File: config.mk
export PLATFORM = sky130hd
export DESIGN_NAME = port_uart_tx
export DESIGN_NICKNAME = d
export VERILOG_FILES = /design/src/rtl/port_uart_pkg.sv /design/src/rtl/port_fifo.sv /design/src/rtl/port_uart_tx.sv
export SDC_FILE = /design/constraint.sdc
export NUM_CORES = 1
export LEC_CHECK = 0
export CORE_UTILIZATION = 35
export DETAILED_ROUTE_END_ITERATION = 7
export DONT_BUFFER_PORTS = 1
export GPL_ROUTABILITY_DRIVEN = 0
export SETUP_SLACK_MARGIN = 0.4
export SLEW_MARGIN = 20
export SYNTH_ARGS = -nofsm -noshare
export SYNTH_HDL_FRONTEND = slang
export SYNTH_HIERARCHICAL = 1
export SYNTH_SLANG_ARGS = --single-unit
File: constraint.sdc
create_clock -name clk -period 4 [get_ports clk]
set_input_delay 0.8 -clock clk [delete_from_list [all_inputs] [get_ports clk]]
set_output_delay 0.8 -clock clk [all_outputs]
set_load 0.1 [all_outputs]
File: src/rtl/port_uart_pkg.sv
// Shared types and constants for the core output port UART: FSM state encoding,
// frame geometry and the I/O addresses decoded by the core.
package port_uart_pkg;

   typedef enum logic [1:0] {
      ST_IDLE  = 2'd0,
      ST_START = 2'd1,
      ST_DATA  = 2'd2,
      ST_STOP  = 2'd3
   } uart_state_e;

   localparam int unsigned UART_DATA_BITS = 8;

   // Core I/O decode: byte stores to TX_DATA enqueue, stores to STATUS clear overflow.
   localparam logic [31:0] PORT_TX_DATA_ADDR = 32'hFFFF_FF00;
   localparam logic [31:0] PORT_STATUS_ADDR  = 32'hFFFF_FF04;

endpackage

File: src/rtl/port_fifo.sv
// Synchronous show-ahead FIFO: dout_o always presents the head entry; level is a
// separate counter so full/empty never depend on pointer comparison.
module port_fifo #(
   parameter int DW = 8,
   parameter int AW = 3
) (
   input  logic          clk,
   input  logic          reset,
   input  logic          push_i,
   input  logic          pop_i,
   input  logic [DW-1:0] din_i,
   output logic [DW-1:0] dout_o,
   output logic          full_o,
   output logic          empty_o,
   output logic [AW:0]   level_o
);

   localparam int DEPTH = 2 ** AW;

   logic [DW-1:0] mem_q [DEPTH];
   logic [AW-1:0] wr_ptr_q;
   logic [AW-1:0] rd_ptr_q;
   logic [AW:0]   level_q;
   logic [AW:0]   level_d;
   logic          do_push;
   logic          do_pop;

   assign full_o  = (level_q == (AW + 1)'(DEPTH));
   assign empty_o = (level_q == '0);

   // Guards use the pre-edge level, so a push while full is lost even if a pop
   // frees a slot on the same edge.
   assign do_push = push_i && !full_o;
   assign do_pop  = pop_i && !empty_o;

   always_comb begin
      level_d = level_q;
      if (do_push && !do_pop) begin
         level_d = level_q + 1'b1;
      end else if (do_pop && !do_push) begin
         level_d = level_q - 1'b1;
      end
   end

   always_ff @(posedge clk or negedge reset) begin
      if (!reset) begin
         wr_ptr_q <= '0;
         rd_ptr_q <= '0;
         level_q  <= '0;
      end else begin
         if (do_push) begin
            wr_ptr_q <= wr_ptr_q + 1'b1;
         end
         if (do_pop) begin
            rd_ptr_q <= rd_ptr_q + 1'b1;
         end
         level_q <= level_d;
      end
   end

   always_ff @(posedge clk) begin
      if (do_push) begin
         mem_q[wr_ptr_q] <= din_i;
      end
   end

   assign dout_o  = mem_q[rd_ptr_q];
   assign level_o = level_q;

endmodule

File: src/rtl/port_uart_tx.sv
// Core output port serialiser: queues byte stores in port_fifo and shifts them out
// as 8N1 frames, back-to-back while the queue is non-empty.
module port_uart_tx
   import port_uart_pkg::*;
#(
   parameter int CLKS_PER_BIT = 434,
   parameter int FIFO_AW      = 3
) (
   input  logic               clk,
   input  logic               reset,
   input  logic               wr_en,
   input  logic [7:0]         wr_data,
   input  logic               clr_ovf,
   output logic               tx,
   output logic               full,
   output logic               busy,
   output logic [FIFO_AW:0]   level,
   output logic               overflow
);

   localparam int               CNT_W    = $clog2(CLKS_PER_BIT);
   localparam logic [CNT_W-1:0] CNT_LAST = CNT_W'(CLKS_PER_BIT - 1);
   localparam logic [2:0]       IDX_LAST = 3'(UART_DATA_BITS - 1);

   uart_state_e      state_q;
   logic [CNT_W-1:0] cnt_q;
   logic [2:0]       bit_idx_q;
   logic [7:0]       shift_q;
   logic             tx_q;
   logic             overflow_q;

   logic             cnt_end;
   logic             fifo_pop;
   logic             fifo_full;
   logic             fifo_empty;
   logic [7:0]       fifo_dout;
   logic [FIFO_AW:0] fifo_level;
   logic             drop;

   port_fifo #(
      .DW (8),
      .AW (FIFO_AW)
   ) u_fifo (
      .clk     (clk),
      .reset   (reset),
      .push_i  (wr_en),
      .pop_i   (fifo_pop),
      .din_i   (wr_data),
      .dout_o  (fifo_dout),
      .full_o  (fifo_full),
      .empty_o (fifo_empty),
      .level_o (fifo_level)
   );

   assign cnt_end = (cnt_q == CNT_LAST);
   assign drop    = wr_en && fifo_full;

   // The head is taken either from IDLE or at the very end of a stop bit, which
   // is what makes consecutive frames abut with no idle gap.
   always_comb begin
      fifo_pop = 1'b0;
      case (state_q)
         ST_IDLE: fifo_pop = !fifo_empty;
         ST_STOP: fifo_pop = cnt_end && !fifo_empty;
         default: fifo_pop = 1'b0;
      endcase
   end

   always_ff @(posedge clk or negedge reset) begin
      if (!reset) begin
         state_q   <= ST_IDLE;
         cnt_q     <= '0;
         bit_idx_q <= '0;
         tx_q      <= 1'b1;
      end else begin
         case (state_q)
            ST_IDLE: begin
               tx_q <= 1'b1;
               if (fifo_pop) begin
                  cnt_q   <= '0;
                  tx_q    <= 1'b0;
                  state_q <= ST_START;
               end
            end
            ST_START: begin
               if (cnt_end) begin
                  cnt_q     <= '0;
                  bit_idx_q <= '0;
                  tx_q      <= shift_q[0];
                  state_q   <= ST_DATA;
               end else begin
                  cnt_q <= cnt_q + 1'b1;
               end
            end
            ST_DATA: begin
               if (cnt_end) begin
                  cnt_q <= '0;
                  if (bit_idx_q == IDX_LAST) begin
                     tx_q    <= 1'b1;
                     state_q <= ST_STOP;
                  end else begin
                     bit_idx_q <= bit_idx_q + 1'b1;
                     tx_q      <= shift_q[1];
                  end
               end else begin
                  cnt_q <= cnt_q + 1'b1;
               end
            end
            ST_STOP: begin
               if (cnt_end) begin
                  cnt_q <= '0;
                  if (fifo_pop) begin
                     tx_q    <= 1'b0;
                     state_q <= ST_START;
                  end else begin
                     tx_q    <= 1'b1;
                     state_q <= ST_IDLE;
                  end
               end else begin
                  cnt_q <= cnt_q + 1'b1;
               end
            end
            default: begin
               tx_q    <= 1'b1;
               state_q <= ST_IDLE;
            end
         endcase
      end
   end

   // Shifter is pure datapath; it is reloaded on every pop so it needs no reset.
   always_ff @(posedge clk) begin
      if (fifo_pop) begin
         shift_q <= fifo_dout;
      end else if (state_q == ST_DATA && cnt_end && bit_idx_q != IDX_LAST) begin
         shift_q <= {1'b0, shift_q[7:1]};
      end
   end

   always_ff @(posedge clk or negedge reset) begin
      if (!reset) begin
         overflow_q <= 1'b0;
      end else if (drop) begin
         overflow_q <= 1'b1;
      end else if (clr_ovf) begin
         overflow_q <= 1'b0;
      end
   end

   assign tx       = tx_q;
   assign full     = fifo_full;
   assign level    = fifo_level;
   assign overflow = overflow_q;
   assign busy     = (state_q != ST_IDLE) || !fifo_empty;

endmodule

==> results.cfg <==
[outcome]
status = completed

[timing]
timing.setup.tns_ns = 0
fmax_mhz = 320
fin_skew_ns = 0.00596
min_period_ns = 3.13
worst_pin_slew_ns = 0.944
setup_slack_ns = 0.872
rsz0062_at_grt = no
fin_crit_sh_pct = 78.2
setup_viol = 0
slew_headroom_pct = 36.9
drv_slew = 0
whs_ns = 0.147
finalHoldViolCount = 0

[setup_path]
reg2reg_from = state_q[0]$_DFFE_PN0P_
cp.arrival_ns = 3.35
worstPathMaxFanout = 11
cp_data_required_time_ns = 4.22
critical_path_class = register to register
reg2reg_depth = 13
r2r_end = u_fifo/level_o[3]$_DFFE_PN0P_
start_kind = register
end_kind = register
r2r_slack_ns = 0.87

[finish]
diodes = 0
fillCellCount = 1141
layout_commonest_cell = edfxtp_1
fin_nets = 318
drive_above_1_share_pct = 18.0
syn_to_final_growth_pct = 11.0
layout_common_cells = edfxtp_1 (72), dfrtp_1 (25), nor2_1 (19), mux2_2 (19), nand2_1 (18)

[routing]
via_per_inst = 4.95
routed_wl_um = 7820
first_pass_iters = 4
dr.first_iter.drc_count = 90
route.detailed.drc = 0
drtAntennaViolNets = 0
via_count = 2293
wire_per_inst_um = 16.9

[clocking]
hold_buffers = 0
cts_root_buf = clkbuf_16
cts.sinks = 98
cts_resized = 0
clock_latency_ns = 0.34
clk_pin_slew_worst_paths_ns = 0.07
htree_levels = 3
clock_path_buffers = 2
cts_setup_buffers = 0
cts_tree = built
numCtsBuffers = 9

[global_route]
grt.total_usage_pct = 13.3
grt_pass1_vias = 2315
grt_max_degree = 27
grt_pass1_wl_um = 12600
grt_overflow_total = 0
antenna_found_initial = 0

[floorplan]
dieHeight_um = 115
dieArea_um2 = 13100
initial_utilization_pct = 36.4
ios = 20
core_area_um2 = 12200
die_x_um = 115
rows = 40

[power_and_ir_drop]
p_seq_share_pct = 48.5
power.switching_w = 0.000852
p_leak_nw = 1.77
pwr-share-comb_pct = 21.0
pwr-share-clk_pct = 30.5
irDropWorstVdd_uv = 317
netSwitchingFraction_pct = 31.8
power_w = 0.00268
p_int_w = 0.00183
power.density_nw_per_um2 = 544

[flow_run]
maxCapViolations = 0

[synth]
netlist_instances = 280
synth_nets = 307
ys.flop_type = edfxtp_1
synth-edff-count = 72
yosys_warnings = 6
synth.top_cell.area_share_pct = 48.7
async_reset_ff_share_pct = 26.5
ys_seq_area_share_pct = 63.4
synthTopCellsByArea = edfxtp_1 (49%), dfrtp_1 (14%), mux4_1 (9.5%)
synthDistinctLibCells = 49
syn_area_um2 = 4440
synth_top_cell_by_area = edfxtp_1
avgSynthCellArea_um2 = 15.9
synth-seq-cells = 98

[placed_design]
hpwl_um = 4960
dp_slack_ns = 0.861
place.port_buffers = 0

[worst_hold_path]
hold_path.class = input pin to asynchronous set/reset pin
-- critical path, cell delays in order (launching register included) --
cell and delay, ns:
dfrtp_1 0.40, inv_1 0.10, ha_1 0.36, nor2_1 0.18, nand2_1 0.09, o21ai_1 0.12, buf_4 0.21, o41ai_4 0.13
ha_1 0.26, inv_1 0.16, ha_1 0.31, or4_1 0.48, o211ai_1 0.11, o211ai_1 0.09
-- cells by family (layout without fill, tap and decap cells) --
group	after synthesis	count (layout)	share of synthesized area, %
AND/OR/NAND/NOR	71	71	8.48
adder cells (fa/ha/maj)	15	15	4.40
buffers and inverters	17	32	2.09
AO/OA/AOI/OAI	32	32	4.96
multiplexers	36	36	14.5
XOR/XNOR	11	11	2.17
flip-flops	98	98	63.4
-- synth_stat cells, types with 5 or more instances --
master / n
a21oi_1: 7
dfrtp_1: 25
edfxtp_1: 72
ha_1: 14
inv_1: 9
mux2_2: 19
mux4_1: 16
nand2_1: 18
nand3_1: 6
nor2_1: 19
o21ai_0: 12
xnor2_1: 5
xor2_1: 6
-- worst max path at each step --
stage,from,to,depth (start not counted)
finish,state_q[0]$_DFFE_PN0P_,u_fifo/level_o[3]$_DFFE_PN0P_,13
global route,state_q[0]$_DFFE_PN0P_,u_fifo/level_o[3]$_DFFE_PN0P_,13
CTS,u_fifo/level_o[3]$_DFFE_PN0P_,u_fifo/level_o[3]$_DFFE_PN0P_,12
detailed placement,u_fifo/level_o[3]$_DFFE_PN0P_,u_fifo/level_o[3]$_DFFE_PN0P_,12
global placement,u_fifo/level_o[3]$_DFFE_PN0P_,u_fifo/level_o[3]$_DFFE_PN0P_,12
floorplan,u_fifo/level_o[0]$_DFFE_PN0P_,u_fifo/level_o[3]$_DFFE_PN0P_,12
-- metrics by stage --
| step | util [%] | std cells | area [um2] |
|---|---|---|---|
| 2_1_floorplan | - | 280 | 4440 |
| 3_3_place_gp | 38.1 | 448 | 4650 |
| 3_5_place_dp | 38.1 | 448 | 4650 |
| 4_1_cts | 40.3 | 463 | 4930 |
| 5_1_grt | 40.3 | 463 | 4930 |
| 6_report | 40.3 | 463 | 4930 |
-- layer usage --
metal	vias up	track usage, %	wire [um]
met5	-	0	0
met2	32	21.7	3860
met3	7	3.81	257
li1	1108	-	-
met4	0	5.80	119
met1	1146	16.6	3580
-- flip-flops by register name (all words and copies together), names as in the netlist --
register         cells
bit_idx_q            3
u_fifo/wr_ptr_q      3
cnt_q                9
shift_q              8
overflow             1
u_fifo/rd_ptr_q      3
u_fifo/level_o       4
state_q              2
u_fifo/mem_q        64
tx                   1
-- power groups by stage --
stage,clock (W),sequential [W],combinational (W)
after global routing,0.000881,0.00131,0.000612
after floorplan,0,0.00149,0.000258
final,0.000817,0.00130,0.000563
after global placement,0,0.00132,0.000563
after detailed placement,0,0.00132,0.000572
after CTS,0.000836,0.00130,0.000572
-- final cells by class --
type	instances	area (um2)	area share, %
Clock inverter	6	50.0	1.02
Multi-Input combinational cell	165	1530	31.1
Clock buffer	9	225	4.57
Timing Repair Buffer	8	60.1	1.22
Tap cell	168	210	4.27
Sequential cell	98	2810	57.1
Inverter	9	33.8	0.686
(Power assumes the default switching activity.)
